$ cat config.mk
export PLATFORM = sky130hd
export DESIGN_NAME = fwd_hazard_unit
export DESIGN_NICKNAME = d
export VERILOG_FILES = /design/src/rtl/fwd_hazard_unit_pkg.sv /design/src/rtl/fwd_src_select.sv /design/src/rtl/fwd_hazard_unit.sv
export SDC_FILE = /design/constraint.sdc
export NUM_CORES = 1
export LEC_CHECK = 0
export CELL_PAD_IN_SITES_DETAIL_PLACEMENT = 1
export CELL_PAD_IN_SITES_GLOBAL_PLACEMENT = 2
export CORE_ASPECT_RATIO = 1.75
export CORE_MARGIN = 5
export CORE_UTILIZATION = 31
export CTS_BUF_LIST = sky130_fd_sc_hd__clkbuf_16
export CTS_CLUSTER_SIZE = 14
export DETAILED_ROUTE_END_ITERATION = 10
export PLACE_DENSITY = 0.76
export SKIP_CTS_REPAIR_TIMING = 1
export SYNTH_ARGS = -nofsm -noshare
export SYNTH_HDL_FRONTEND = slang
export SYNTH_HIERARCHICAL = 1
export SYNTH_SLANG_ARGS = --single-unit
$ cat constraint.sdc
create_clock -name clk -period 2.72 [get_ports clk]
set_input_delay 0.68 -clock clk [delete_from_list [all_inputs] [get_ports clk]]
set_output_delay 0.68 -clock clk [all_outputs]
set_load 0.01 [all_outputs]
$ cat src/rtl/fwd_hazard_unit_pkg.sv
// Shared definitions for the forwarding / load-use hazard unit and pipeline control.
package fwd_hazard_unit_pkg;

  // Storage width for register addresses inside a writer record; REG_AW must not exceed it.
  localparam int unsigned REG_AW_MAX = 8;

  // Forwarding select value meaning "take the operand from the register file".
  localparam int unsigned FWD_SEL_RF = 0;

  // Stage indices in the shadow pipeline (index 0 is the stage right after ID).
  localparam int unsigned STG_EX  = 0;
  localparam int unsigned STG_MEM = 1;
  localparam int unsigned STG_WB  = 2;

  // One instruction's bookkeeping as it travels EX..WB.
  typedef struct packed {
    logic                  valid;
    logic                  we;
    logic                  is_load;
    logic                  use1;
    logic                  use2;
    logic [REG_AW_MAX-1:0] rd;
    logic [REG_AW_MAX-1:0] rs1;
    logic [REG_AW_MAX-1:0] rs2;
  } wr_rec_t;

  localparam int unsigned WR_REC_W = $bits(wr_rec_t);

  // A record produces a forwardable result only if it really writes a non-zero register.
  function automatic logic is_writer(input wr_rec_t r);
    return r.valid & r.we & (r.rd != '0);
  endfunction

endpackage

$ cat src/rtl/fwd_src_select.sv
// Priority match of one source register against a window of writer records.
// The lowest matching stage index wins, i.e. the youngest producer.
module fwd_src_select
  import fwd_hazard_unit_pkg::*;
#(
  parameter int unsigned FWD_DEPTH = 3,
  parameter int          FIRST     = 1,
  parameter int          LAST      = 2,
  parameter bit          LOAD_ONLY = 1'b0,
  localparam int unsigned FSEL_W   = $clog2(FWD_DEPTH)
) (
  input  wr_rec_t [FWD_DEPTH-1:0] rec_i,
  input  logic [REG_AW_MAX-1:0]   src_i,
  input  logic                    en_i,
  output logic [FSEL_W-1:0]       sel_c,
  output logic                    hit_c
);

  logic [FWD_DEPTH-1:0] match;
  logic [FSEL_W-1:0]    chain [FWD_DEPTH+1];

  // Source-operand fields and out-of-window stages are not looked at here.
  logic unused_rec;
  assign unused_rec = ^rec_i;

  assign chain[FWD_DEPTH] = FSEL_W'(FWD_SEL_RF);

  // Per-stage match, then a chain from the oldest stage down so the youngest match wins.
  for (genvar g = 0; g < FWD_DEPTH; g++) begin : g_stage
    if (g >= FIRST && g <= LAST) begin : g_in
      assign match[g] = en_i & is_writer(rec_i[g]) & (rec_i[g].rd == src_i) &
                        (~LOAD_ONLY | rec_i[g].is_load);
    end else begin : g_out
      assign match[g] = 1'b0;
    end
    assign chain[g] = match[g] ? FSEL_W'(g) : chain[g+1];
  end

  assign sel_c = chain[0];
  assign hit_c = |match;

endmodule

$ cat src/rtl/fwd_hazard_unit.sv
// Forwarding selector and load-use stall generator driven by a shadow pipeline
// of writer records covering EX..WB (FWD_DEPTH stages).
module fwd_hazard_unit
  import fwd_hazard_unit_pkg::*;
#(
  parameter int unsigned REG_AW     = 5,
  parameter int unsigned FWD_DEPTH  = 3,
  parameter int unsigned LOAD_READY = 2,
  parameter int unsigned CNT_W      = 32,
  localparam int unsigned FSEL_W    = $clog2(FWD_DEPTH)
) (
  input  logic              clk,
  input  logic              reset,
  input  logic              id_valid,
  input  logic [REG_AW-1:0] id_rs1,
  input  logic [REG_AW-1:0] id_rs2,
  input  logic              id_use_rs1,
  input  logic              id_use_rs2,
  input  logic [REG_AW-1:0] id_rd,
  input  logic              id_reg_write,
  input  logic              id_is_load,
  input  logic              flush,
  output logic              stall_id,
  output logic [FSEL_W-1:0] ex_fwd_a,
  output logic [FSEL_W-1:0] ex_fwd_b,
  output logic [CNT_W-1:0]  perf_stall_cnt
);

  wr_rec_t [FWD_DEPTH-1:0] rec_q, rec_d;
  wr_rec_t                 id_rec;
  wr_rec_t                 ex_rec;
  logic [CNT_W-1:0]        cnt_q, cnt_d;
  logic                    id_hit1, id_hit2;

  logic [FSEL_W-1:0] unused_id_sel1, unused_id_sel2;
  logic              unused_ex_hit_a, unused_ex_hit_b;

  // Pack the ID-stage instruction into a record.
  always_comb begin
    id_rec         = '0;
    id_rec.valid   = id_valid;
    id_rec.we      = id_reg_write;
    id_rec.is_load = id_is_load;
    id_rec.use1    = id_use_rs1;
    id_rec.use2    = id_use_rs2;
    id_rec.rd      = REG_AW_MAX'(id_rd);
    id_rec.rs1     = REG_AW_MAX'(id_rs1);
    id_rec.rs2     = REG_AW_MAX'(id_rs2);
  end

  assign ex_rec = rec_q[STG_EX];

  // Load window for ID: loads in stages 0..LOAD_READY-2 cannot forward in time yet.
  fwd_src_select #(
    .FWD_DEPTH (FWD_DEPTH),
    .FIRST     (0),
    .LAST      (int'(LOAD_READY) - 2),
    .LOAD_ONLY (1'b1)
  ) u_id_load_rs1 (
    .rec_i (rec_q),
    .src_i (REG_AW_MAX'(id_rs1)),
    .en_i  (id_use_rs1 & (id_rs1 != '0)),
    .sel_c (unused_id_sel1),
    .hit_c (id_hit1)
  );

  fwd_src_select #(
    .FWD_DEPTH (FWD_DEPTH),
    .FIRST     (0),
    .LAST      (int'(LOAD_READY) - 2),
    .LOAD_ONLY (1'b1)
  ) u_id_load_rs2 (
    .rec_i (rec_q),
    .src_i (REG_AW_MAX'(id_rs2)),
    .en_i  (id_use_rs2 & (id_rs2 != '0)),
    .sel_c (unused_id_sel2),
    .hit_c (id_hit2)
  );

  // EX operand sources: youngest writer in MEM..last tracked stage.
  fwd_src_select #(
    .FWD_DEPTH (FWD_DEPTH),
    .FIRST     (int'(STG_MEM)),
    .LAST      (int'(FWD_DEPTH) - 1),
    .LOAD_ONLY (1'b0)
  ) u_ex_src_a (
    .rec_i (rec_q),
    .src_i (ex_rec.rs1),
    .en_i  (ex_rec.valid & ex_rec.use1 & (ex_rec.rs1 != '0)),
    .sel_c (ex_fwd_a),
    .hit_c (unused_ex_hit_a)
  );

  fwd_src_select #(
    .FWD_DEPTH (FWD_DEPTH),
    .FIRST     (int'(STG_MEM)),
    .LAST      (int'(FWD_DEPTH) - 1),
    .LOAD_ONLY (1'b0)
  ) u_ex_src_b (
    .rec_i (rec_q),
    .src_i (ex_rec.rs2),
    .en_i  (ex_rec.valid & ex_rec.use2 & (ex_rec.rs2 != '0)),
    .sel_c (ex_fwd_b),
    .hit_c (unused_ex_hit_b)
  );

  // Flush wins over the load-use stall.
  assign stall_id = id_valid & ~flush & (id_hit1 | id_hit2);

  // Next state: downstream always shifts; EX takes the ID instruction or a bubble.
  always_comb begin
    rec_d                  = '0;
    cnt_d                  = cnt_q;
    rec_d[FWD_DEPTH-1:1]   = rec_q[FWD_DEPTH-2:0];
    if (id_valid & ~stall_id & ~flush) begin
      rec_d[STG_EX] = id_rec;
    end
    if (stall_id && (cnt_q != '1)) begin
      cnt_d = cnt_q + CNT_W'(1);
    end
  end

  // State registers with synchronous reset.
  always_ff @(posedge clk) begin
    if (reset) begin
      rec_q <= '0;
      cnt_q <= '0;
    end else begin
      rec_q <= rec_d;
      cnt_q <= cnt_d;
    end
  end

  assign perf_stall_cnt = cnt_q;

endmodule

==> results summary, run 1 <==
The weighted congestion reported at the end of routability-driven placement is 0.758. The first detailed-routing pass ran for 4 iterations. The worst hold path terminates at rec_q[85]. The top fanout value on the critical path came out at 2. The internal reg-to-reg setup slack is 0.10 ns.

The highest cell delay on the worst timing path is 0.52 ns. The aggregate negative setup slack came out at -0.176 ns. The total routed wirelength came out at 10900 µm. The remaining design rule violation count came out at 0.

Traced cell by cell, the critical path runs through clkbuf_2, or4_1, o21a_1, nand4_1, a211o_1, nor3_4, nor2_2, or2_4, inv_4, buf_6. The repair_antennas step left the layout with diodes totalling 0. The initial antenna violation count is 0. The element type at the critical path start is an input port. STA classifies the critical path endpoint as an output pin. The Yosys step of the flow raised 6 warnings. The detailed-route wire length per cell is 16.2 µm. The clock tree from TritonCTS is done. Buffers inserted during clock tree synthesis total 9. For this run, global-route usage on met1 was measured as 15.3%. The max-capacitance violation count came out at 0. The number of failing hold endpoints at the final stage came out at 0. The capture point of the worst reg-to-reg path is perf_stall_cnt[10]. Clock skew on the completed layout was measured at 0.00957 ns. In this run the critical register-to-register path is launched from ex_rec[17]. The worst hold path belongs to the class flop to flop. The flow ran to the end, but the final reports show violations.

Clock tree synthesis selected as its root buffer the cell sky130_fd_sc_hd__clkbuf_16. The overall die height came out at 148 µm. The time the final worst path needs with I/O delays and setup came out at 2.90 ns. Once the floorplan was initialized, standard cells occupied 31.4% of the core.

The largest net degree at the start of global routing is 33. The die footprint came out at 13100 µm². The global-route total usage across every layer is 16.8%. The static leakage is 0.00204 µW. The slowest stage cell on the critical path is sky130_fd_sc_hd__or4_1.

The most common library cell in the layout ignoring fill and taps is sky130_fd_sc_hd__dfxtp_1. The count of cells along the worst hold path is 1. The aggregate global routing overflow came out at 0. The global routing usage on met3 came out at 3.18%. In this run the most used layer during global routing was met2. From left edge to right edge, the die measures 88.7 µm. The setup slack at placement is -1.06 ns.

The vias after detailed routing is 3287. The cell row count came out at 50. The wire length of the first global-routing pass came out at 16600 µm.

The core outline area came out at 10700 µm². The number of primary I/O pins came out at 60. The via count of the first global-routing pass is 3443. Setup repair after global routing could not meet its margin everywhere. The count of mapped cells out of synthesis came out at 377.

Setup violations remaining at the end of the flow were counted as 1. Static timing analysis puts the maximum clock frequency at 0.345 GHz. The clock-pin slew of the registers on the worst-case setup and hold paths came out at 0.06 ns. From synthesis to final layout, the design area changed by 48.9%.

The remaining max-slew budget at the tightest pin is 59.1%. The checks that failed: setup timing. The path type of the worst setup path is input port to output pin. Data arrives at the worst endpoint at 2.22 ns.

The number of H-tree levels is 3. The post-route netlist has 19.1% of its cells at a drive strength greater than 1. The mapped netlist covers 3360 µm². The launch point of the worst hold path is rec_d[85]. The number of sinks on the clock net came out at 66. The final critical path takes up 106% of the cycle.

The critical path required time is 2.04 ns. The met2 routing resource usage after global routing is 34.0%. The final worst setup slack is -0.176 ns. Broken down by cell family, the worst path's largest delay share belongs to simple AND/OR/NAND/NOR gates.

Detailed placement finished with a half-perimeter wire length of 8360 µm. In the routed layout, each cell is associated on average with a via count of 4.91. The mean cell area of the mapped netlist is 8.92 µm². The clock latency on the worst-skew pair came out at 0.33 ns.

The number of violations reported at the end of detailed-routing iteration 0 is 60. The worst-margin pin slew is 0.610 ns. The worst-case vdd ir drop is 0.301 mV. The maximum clock path buffer count is 2. The count of final max-slew check failures is 0. Once detail routing completed, the nets flagged for antenna violations numbered 0. The top cell types in the final layout, fill and taps aside, are 66 x sky130_fd_sc_hd__dfxtp_1, 54 x sky130_fd_sc_hd__conb_1, 46 x sky130_fd_sc_hd__buf_4, 42 x sky130_fd_sc_hd__clkdlybuf4s50_1, 30 x sky130_fd_sc_hd__xnor2_1. Measured in cells, the most critical reg-to-reg path has a length of 12.

For this design the ratio of total power to cell area is 441 nW/µm². The total of buffers placed on input and output ports came out at 59. The final-stage net count came out at 559. The buffer and inverter count on the worst path is 3. The critical path starts at id_rs1[2].
[how the worst max path moves through the flow]
stage                to  slack [ns]  cells after the start
6_report       stall_id       -0.18                     10
5_1_grt        stall_id       -0.24                     10
4_1_cts        stall_id       -1.07                     10
3_5_place_dp   stall_id       -1.06                     10
3_3_place_gp   stall_id       -1.04                     10
2_1_floorplan  stall_id        0.01                      8
[through the flow]
stage	power (µW)	cells	cell area [µm²]	util, %	hold slack [ns]
after global placement	1180	648	4590	42.9	0.471
final	2210	670	5010	46.8	0.499
after floorplan	1110	430	3570	-	0.459
after global routing	2300	670	5010	46.8	0.507
after CTS	2230	664	4850	45.4	0.497
after detailed placement	1190	648	4590	42.9	0.489
[flip-flops by register name (all words and copies together), names as in the netlist]
| register | cells |
|---|---|
| ex_rec | 20 |
| perf_stall_cnt | 32 |
| rec_d | 7 |
| rec_q | 7 |
[power breakdown]
part,internal (µW),switching (µW),total (µW)
Clock,604,432,1040
Sequential,978,14.4,993
Combinational,91.1,86.5,178
Total,1670,533,2210
[final cells by class]
| class | count | area, µm² |
|---|---|---|
| Multi-Input combinational cell | 346 | 2290 |
| Fill cell | 1277 | 5690 |
| Timing Repair Buffer | 107 | 947 |
| Clock inverter | 7 | 37.5 |
| Clock buffer | 9 | 225 |
| Tap cell | 130 | 163 |
| Sequential cell | 66 | 1320 |
| Inverter | 5 | 21.3 |
[layer usage]
metal | up-vias | share of wire, %
met1 | 1576 | 34
met3 | 13 | 2.8
li1 | 1647 | -
met5 | - | 0
met2 | 51 | 61
met4 | 0 | 1.8
Power figures use the tool's default switching activity.
==> run 2, diff against run 1 <==
Settings changed: CORE_UTILIZATION 31 to 37, PLACE_DENSITY 0.76 to 0.85.
Clock period 2.72 ns to 3.67 ns, I/O delays scaled along.
==> run 2 against run 1 <==
- the flow now finishes without violations
- clock skew shrank 0.0028 ns
- clock-buffer cell count stayed put
- sequential power shrank 26%
- wire length fell by 3.4%
- register-to-register slack improved by 0.87 ns
- final cell count down 4.6%
- critical endpoint unchanged
==> results summary, run 2 (synthesis results as in run 1) <==
Status: completed (was finished with violations). The count of final max-slew check failures is 0 (unchanged). The number of diodes added for antenna fixing is 0 (unchanged). The number of violations reported at the end of detailed-routing iteration 0 is 131 (was 60).

The core outline area is 8980 µm² (was 10700 µm²). The non-filler instance count after layout is 639 (was 670). The clock-pin slew of the registers on the worst-case setup and hold paths is 0.06 ns (about the same). The count of final setup violators is 0 (was 1). The via count of the first global-routing pass is 3567 (was 3443). The cell row count is 46 (was 50). The clock latency on the worst-skew pair is 0.33 ns (about the same). The die footprint came out at 11200 µm² (was 13100 µm²). The sum of net half-perimeters after detailed placement came to 8270 µm (was 8360 µm). The weighted congestion reported at the end of routability-driven placement is 0.749 (was 0.758). The path type of the worst setup path is input port to output pin (unchanged). The remaining max-slew budget at the tightest pin is 51.6% (was 59.1%). The proportion of layout cells with a drive suffix above 1 is 12.9% (was 19.1%). The x dimension of the die is 82.1 µm (was 88.7 µm). Worst-path cell chain: clkdlybuf4s50_1, or4_4, o21a_1, nand4_1, a211o_1, nor3_2, nor2_2, or2_4, inv_2, clkbuf_2 (was clkbuf_2, or4_1, o21a_1, nand4_1, a211o_1, nor3_4, nor2_2, or2_4, inv_4, buf_6). The category of the worst setup path capture point is an output pin (unchanged).

The arrival time reported for the critical path endpoint came out at 2.70 ns (was 2.22 ns). The initial core utilization came to 37.5% (was 31.4%). The total chip power came to 1640 µW (was 2210 µW). The clock tree from TritonCTS is done (unchanged). Top library cells by usage in the layout, fill and taps aside: 66 x sky130_fd_sc_hd__dfxtp_1, 54 x sky130_fd_sc_hd__conb_1, 53 x sky130_fd_sc_hd__clkdlybuf4s50_1, 30 x sky130_fd_sc_hd__xnor2_1 (was 66 x sky130_fd_sc_hd__dfxtp_1, 54 x sky130_fd_sc_hd__conb_1, 46 x sky130_fd_sc_hd__buf_4, 42 x sky130_fd_sc_hd__clkdlybuf4s50_1, 30 x sky130_fd_sc_hd__xnor2_1). The total CTS buffers was 9 (unchanged).

Unrepaired setup endpoints after global routing: yes (unchanged). The overall die height is 136 µm (was 148 µm). The remaining design rule violation count came out at 0 (unchanged). The vias after detailed routing was 3293 (was 3287). The highest cell delay on the worst timing path came to 0.50 ns (was 0.52 ns). The maximum clock skew at final layout was 0.00675 ns (was 0.00957 ns). The total of buffers placed on input and output ports is 59 (unchanged). The aggregate global routing overflow is 0 (unchanged). The via-per-instance ratio is 5.15 (was 4.91). The element type at the critical path start was an input port (unchanged). The total routed wirelength came out at 10500 µm (was 10900 µm).

The max-capacitance violation count is 0 (unchanged). The top fanout value on the critical path was 3 (was 2). The flip-flop count of the largest register, all copies and words added was 32 (unchanged). The worst-margin pin slew came out at 0.721 ns (was 0.610 ns). The critical path required time came out at 2.75 ns (was 2.04 ns).

The first-pass iteration count of the detailed router is 4 (unchanged). The final-stage net count was 538 (was 559). The worst-case vdd ir drop is 0.233 mV (was 0.301 mV).

The number of sinks on the clock net is 66 (unchanged). The detailed-route wire length per cell came out at 16.4 µm (was 16.2 µm). The number of primary I/O pins came out at 60 (unchanged). The initial antenna violation count is 0 (unchanged). The cell area power density came out at 344 nW/µm² (was 441 nW/µm²). The slowest stage cell on the critical path is sky130_fd_sc_hd__or4_4 (was sky130_fd_sc_hd__or4_1). The post-route fraction of the period consumed by the critical path came out at 98.6%. The largest net degree at the start of global routing is 33 (unchanged). The wire length of the first global-routing pass is 16900 µm (was 16600 µm). The most common library cell in the layout ignoring fill and taps is sky130_fd_sc_hd__dfxtp_1 (unchanged).

The number of H-tree levels is 3 (unchanged). The top achievable clock speed is 0.276 GHz. The static leakage came out at 0.00181 µW (was 0.00204 µW). The global-route total usage across every layer was 20.1% (was 16.8%). The area added between synthesis and finish is 41.6% (was 48.9%).

The cell at the root of the clock tree is sky130_fd_sc_hd__clkbuf_16 (unchanged). The time the final worst path needs with I/O delays and setup came out at 3.62 ns. The maximum clock path buffer count was 2 (unchanged). The kind of path behind the tightest hold check is flop to flop (unchanged). The placed instance count is 622 (was 648). The number of failing hold endpoints at the final stage came out at 0 (unchanged).

The count of antenna-violating nets left after detailed routing came out at 0 (unchanged).
run 2: changes by cell type in the layout (fill, tap and decap cells not counted), moves of 2 or more:
cell	change
sky130_fd_sc_hd__a2111oi_2	+2
sky130_fd_sc_hd__a2111oi_4	-2
sky130_fd_sc_hd__a21oi_1	+4
sky130_fd_sc_hd__a21oi_2	-4
sky130_fd_sc_hd__buf_4	-18
sky130_fd_sc_hd__buf_6	-3
sky130_fd_sc_hd__clkbuf_2	-6
sky130_fd_sc_hd__clkdlybuf4s50_1	+11
sky130_fd_sc_hd__dlymetal6s2s_1	-4
sky130_fd_sc_hd__or3_1	+2
sky130_fd_sc_hd__or3_4	-2
run 2: worst max-delay path, delay by kind of cell:
kind | cells | cell delay [ns]
and+or+nand+nor | 5 | 0.89
buffers and inverters | 3 | 0.59
AOI/OAI and AO/OA | 2 | 0.30
run 2: metrics by stage:
step / setup TNS (ns) / setup slack, ns / utilization (%) / cell area, µm² / hold slack, ns
final: 0 / 0.0523 / 53.0 / 4760 / 0.505
after global routing: -0.0632 / -0.0632 / 53.0 / 4760 / 0.522
after CTS: -0.681 / -0.668 / 52.6 / 4720 / 0.500
after detailed placement: -5.38 / -0.654 / 49.6 / 4450 / 0.479
after global placement: -3.17 / -0.596 / 49.6 / 4450 / 0.475
after floorplan: 0 / 0.508 / - / 3560 / 0.459
run 2: final timing paths:
path	startpoint	slack, ns	depth (start not counted)	endpoint
worst max-delay path	id_rs1[2]	0.05	10	stall_id
worst min-delay path	rec_d[86]	0.50	1	rec_q[86]
worst max register to register	ex_rec[16]	0.97	12	perf_stall_cnt[17]
worst min register to register	rec_d[86]	0.50	1	rec_q[86]
run 2: area by class of cell:
cell class	instances	area, µm²
repair buffers	87	808
fillers	1100	4220
inverters	5	18.8
flip-flops and latches	66	1320
clock buffers	9	225
multi-input cells	345	2190
well taps	120	150
clock inverters	7	46.3
run 2: power breakdown:
| part | switching (µW) | internal [µW] | total [µW] |
|---|---|---|---|
| sequential | 11.5 | 725 | 737 |
| combinational | 59.0 | 66.0 | 125 |
| clock | 324 | 455 | 779 |
run 2: per-layer routing:
metal | routed length (µm) | track usage, % | share of wire [%] | vias up
li1 | - | - | - | 1602
met5 | 0 | 0 | 0 | -
met1 | 3550 | 17.8 | 34 | 1613
met2 | 6340 | 40.5 | 60 | 60
met3 | 312 | 3.91 | 3.0 | 18
met4 | 291 | 9.89 | 2.8 | 0
==> run 3, diff against run 2 <==
Settings changed: SKIP_LAST_GASP set to 1.
==> run 3 against run 2 <==
- wire length shrank 0.31%
- final cell count unchanged
- sequential share of layout area about the same
- cell area fell by 0.11%
- critical endpoint unchanged
- core utilization is 0.056 points lower
- combinational power about the same
- maximum frequency shrank 0.96%
- via count increased by 0.33%
- die area unchanged
- sequential power hardly changed
==> results summary, run 3 (synthesis results as in run 1) <==
Status: completed (unchanged). The max-capacitance violation count is 0 (unchanged). The count of antenna-violating nets left after detailed routing is 0 (unchanged). The total of buffers placed on input and output ports is 59 (unchanged). The maximum clock skew at final layout is 0.00709 ns (was 0.00675 ns). The number of violations reported at the end of detailed-routing iteration 0 came to 106 (was 131).

The clock latency on the worst-skew pair was 0.33 ns (about the same). The via count of the first global-routing pass came out at 3567 (unchanged). The core outline area came out at 8980 µm² (unchanged). Worst-path cell chain: clkdlybuf4s50_1, or4_4, o21a_1, nand4_1, a211o_1, nor3_2, nor2_2, or2_4, inv_2, clkbuf_2 (unchanged). The die footprint was 11200 µm² (unchanged). The maximum clock path buffer count came out at 2 (unchanged). The category of the worst setup path capture point is an output pin (unchanged). The detailed-route wire length per cell came out at 16.4 µm (about the same).

The remaining max-slew budget at the tightest pin was 51.7% (was 51.6%). The count of final setup violators came out at 0 (unchanged). The number of diodes added for antenna fixing is 0 (unchanged). The global-route total usage across every layer came out at 20.1% (unchanged).

The via-per-instance ratio came to 5.17 (was 5.15). The element type at the critical path start is an input port (unchanged). The highest cell delay on the worst timing path is 0.55 ns (was 0.50 ns). The initial antenna violation count came out at 0 (unchanged). The area added between synthesis and finish came out at 41.4% (was 41.6%). The x dimension of the die was 82.1 µm (unchanged). The worst-case vdd ir drop is 0.233 mV (about the same).

The top achievable clock speed is 0.274 GHz (was 0.276 GHz). Unrepaired setup endpoints after global routing: yes (unchanged). The clock tree from TritonCTS is done (unchanged). The overall die height is 136 µm (unchanged).

The final-stage net count is 538 (unchanged). The largest net degree at the start of global routing is 33 (unchanged). The initial core utilization was 37.5% (unchanged). The wire length of the first global-routing pass is 16900 µm (unchanged). The static leakage is 0.00179 µW (was 0.00181 µW).

The final design area excluding fillers came out at 4760 µm² (about the same). The vias after detailed routing was 3304 (was 3293). The filler cell count was 1099 (was 1100). The first-pass iteration count of the detailed router is 6 (was 4). The count of final max-slew check failures is 0 (unchanged). The post-route fraction of the period consumed by the critical path is 99.5% (was 98.6%).

The number of failing hold endpoints at the final stage came out at 0 (unchanged). The clock-pin slew of the registers on the worst-case setup and hold paths came out at 0.06 ns (about the same). The critical path required time is 2.75 ns (about the same).

The worst-margin pin slew came to 0.723 ns (was 0.721 ns). The time the final worst path needs with I/O delays and setup came out at 3.65 ns (was 3.62 ns). The arrival time reported for the critical path endpoint is 2.74 ns (was 2.70 ns). The cell at the root of the clock tree is sky130_fd_sc_hd__clkbuf_16 (unchanged). The end-of-flow core utilization is 53.0% (about the same).

The cell area power density came to 345 nW/µm² (was 344 nW/µm²). The most common library cell in the layout ignoring fill and taps is sky130_fd_sc_hd__dfxtp_1 (unchanged). The kind of path behind the tightest hold check is flop to flop (unchanged).

The proportion of layout cells with a drive suffix above 1 came out at 12.9% (unchanged). The cell row count came out at 46 (unchanged). Top library cells by usage in the layout, fill and taps aside: 66 x sky130_fd_sc_hd__dfxtp_1, 55 x sky130_fd_sc_hd__clkdlybuf4s50_1, 54 x sky130_fd_sc_hd__conb_1, 30 x sky130_fd_sc_hd__xnor2_1 (was 66 x sky130_fd_sc_hd__dfxtp_1, 54 x sky130_fd_sc_hd__conb_1, 53 x sky130_fd_sc_hd__clkdlybuf4s50_1, 30 x sky130_fd_sc_hd__xnor2_1).

The number of sinks on the clock net is 66 (unchanged). The remaining design rule violation count is 0 (unchanged). The total CTS buffers came out at 9 (unchanged). The top fanout value on the critical path is 3 (unchanged). The path type of the worst setup path is input port to output pin (unchanged). The placed standard-cell area is 4450 µm² (unchanged). The number of primary I/O pins is 60 (unchanged). The number of H-tree levels was 3 (unchanged).

The total routed wirelength is 10500 µm (about the same). The aggregate negative setup slack came out at 0 ns (unchanged). The aggregate global routing overflow came out at 0 (unchanged). The weighted congestion reported at the end of routability-driven placement is 0.749 (unchanged).

The flip-flop count of the largest register, all copies and words added came to 32 (unchanged). The slowest stage cell on the critical path is sky130_fd_sc_hd__or4_4 (unchanged). The sum of net half-perimeters after detailed placement came to 8270 µm (unchanged).
[run 3: metrics by stage]
step	hold WS [ns]	power (µW)	setup WS, ns	cells
5_1_grt	0.522	1710	-0.0762	639
2_1_floorplan	0.459	820	0.508	430
3_3_place_gp	0.475	870	-0.596	622
6_report	0.500	1640	0.0172	639
3_5_place_dp	0.479	874	-0.654	622
4_1_cts	0.500	1650	-0.668	638
[run 3: where the power goes]
group          leakage, µW  switching (µW)  total [µW]  internal [µW]
registers         0.000534            11.6         737            725
logic              0.00112            58.9         125           66.4
clock network     0.000133             324         779            455
[run 3: path summary, 6_finish.rpt]
| path | from | end | slack, ns | cells after the start |
|---|---|---|---|---|
| max | id_rs1[0] | stall_id | 0.02 | 10 |
| min | rec_d[86] | rec_q[86] | 0.50 | 1 |
| max reg2reg | ex_rec[16] | perf_stall_cnt[17] | 0.96 | 12 |
| min reg2reg | rec_d[86] | rec_q[86] | 0.50 | 1 |
[run 3: layout make-up]
class,instances,area [µm²],area share [%]
clock buffer,9,225,4.73
clock inverter,7,46.3,0.973
inverter,5,18.8,0.395
multi-input combinational,345,2190,46.1
timing repair buffer,87,803,16.9
sequential,66,1320,27.8
tap,120,150,3.16
[run 3: routing by layer]
metal / share of wire, % / vias to the layer above / wire (µm) / track usage [%]
li1: - / 1602 / - / -
met4: 3.3 / 0 / 350 / 9.89
met3: 3.0 / 22 / 319 / 3.91
met5: 0 / - / 0 / 0
met2: 60 / 67 / 6300 / 40.5
met1: 33 / 1613 / 3500 / 17.8
[run 3: worst max-delay path, delay by kind of cell]
family,cells,cell delay [ns]
and+or+nand+nor,5,0.94
buffers and inverters,3,0.57
AOI/OAI and AO/OA,2,0.30
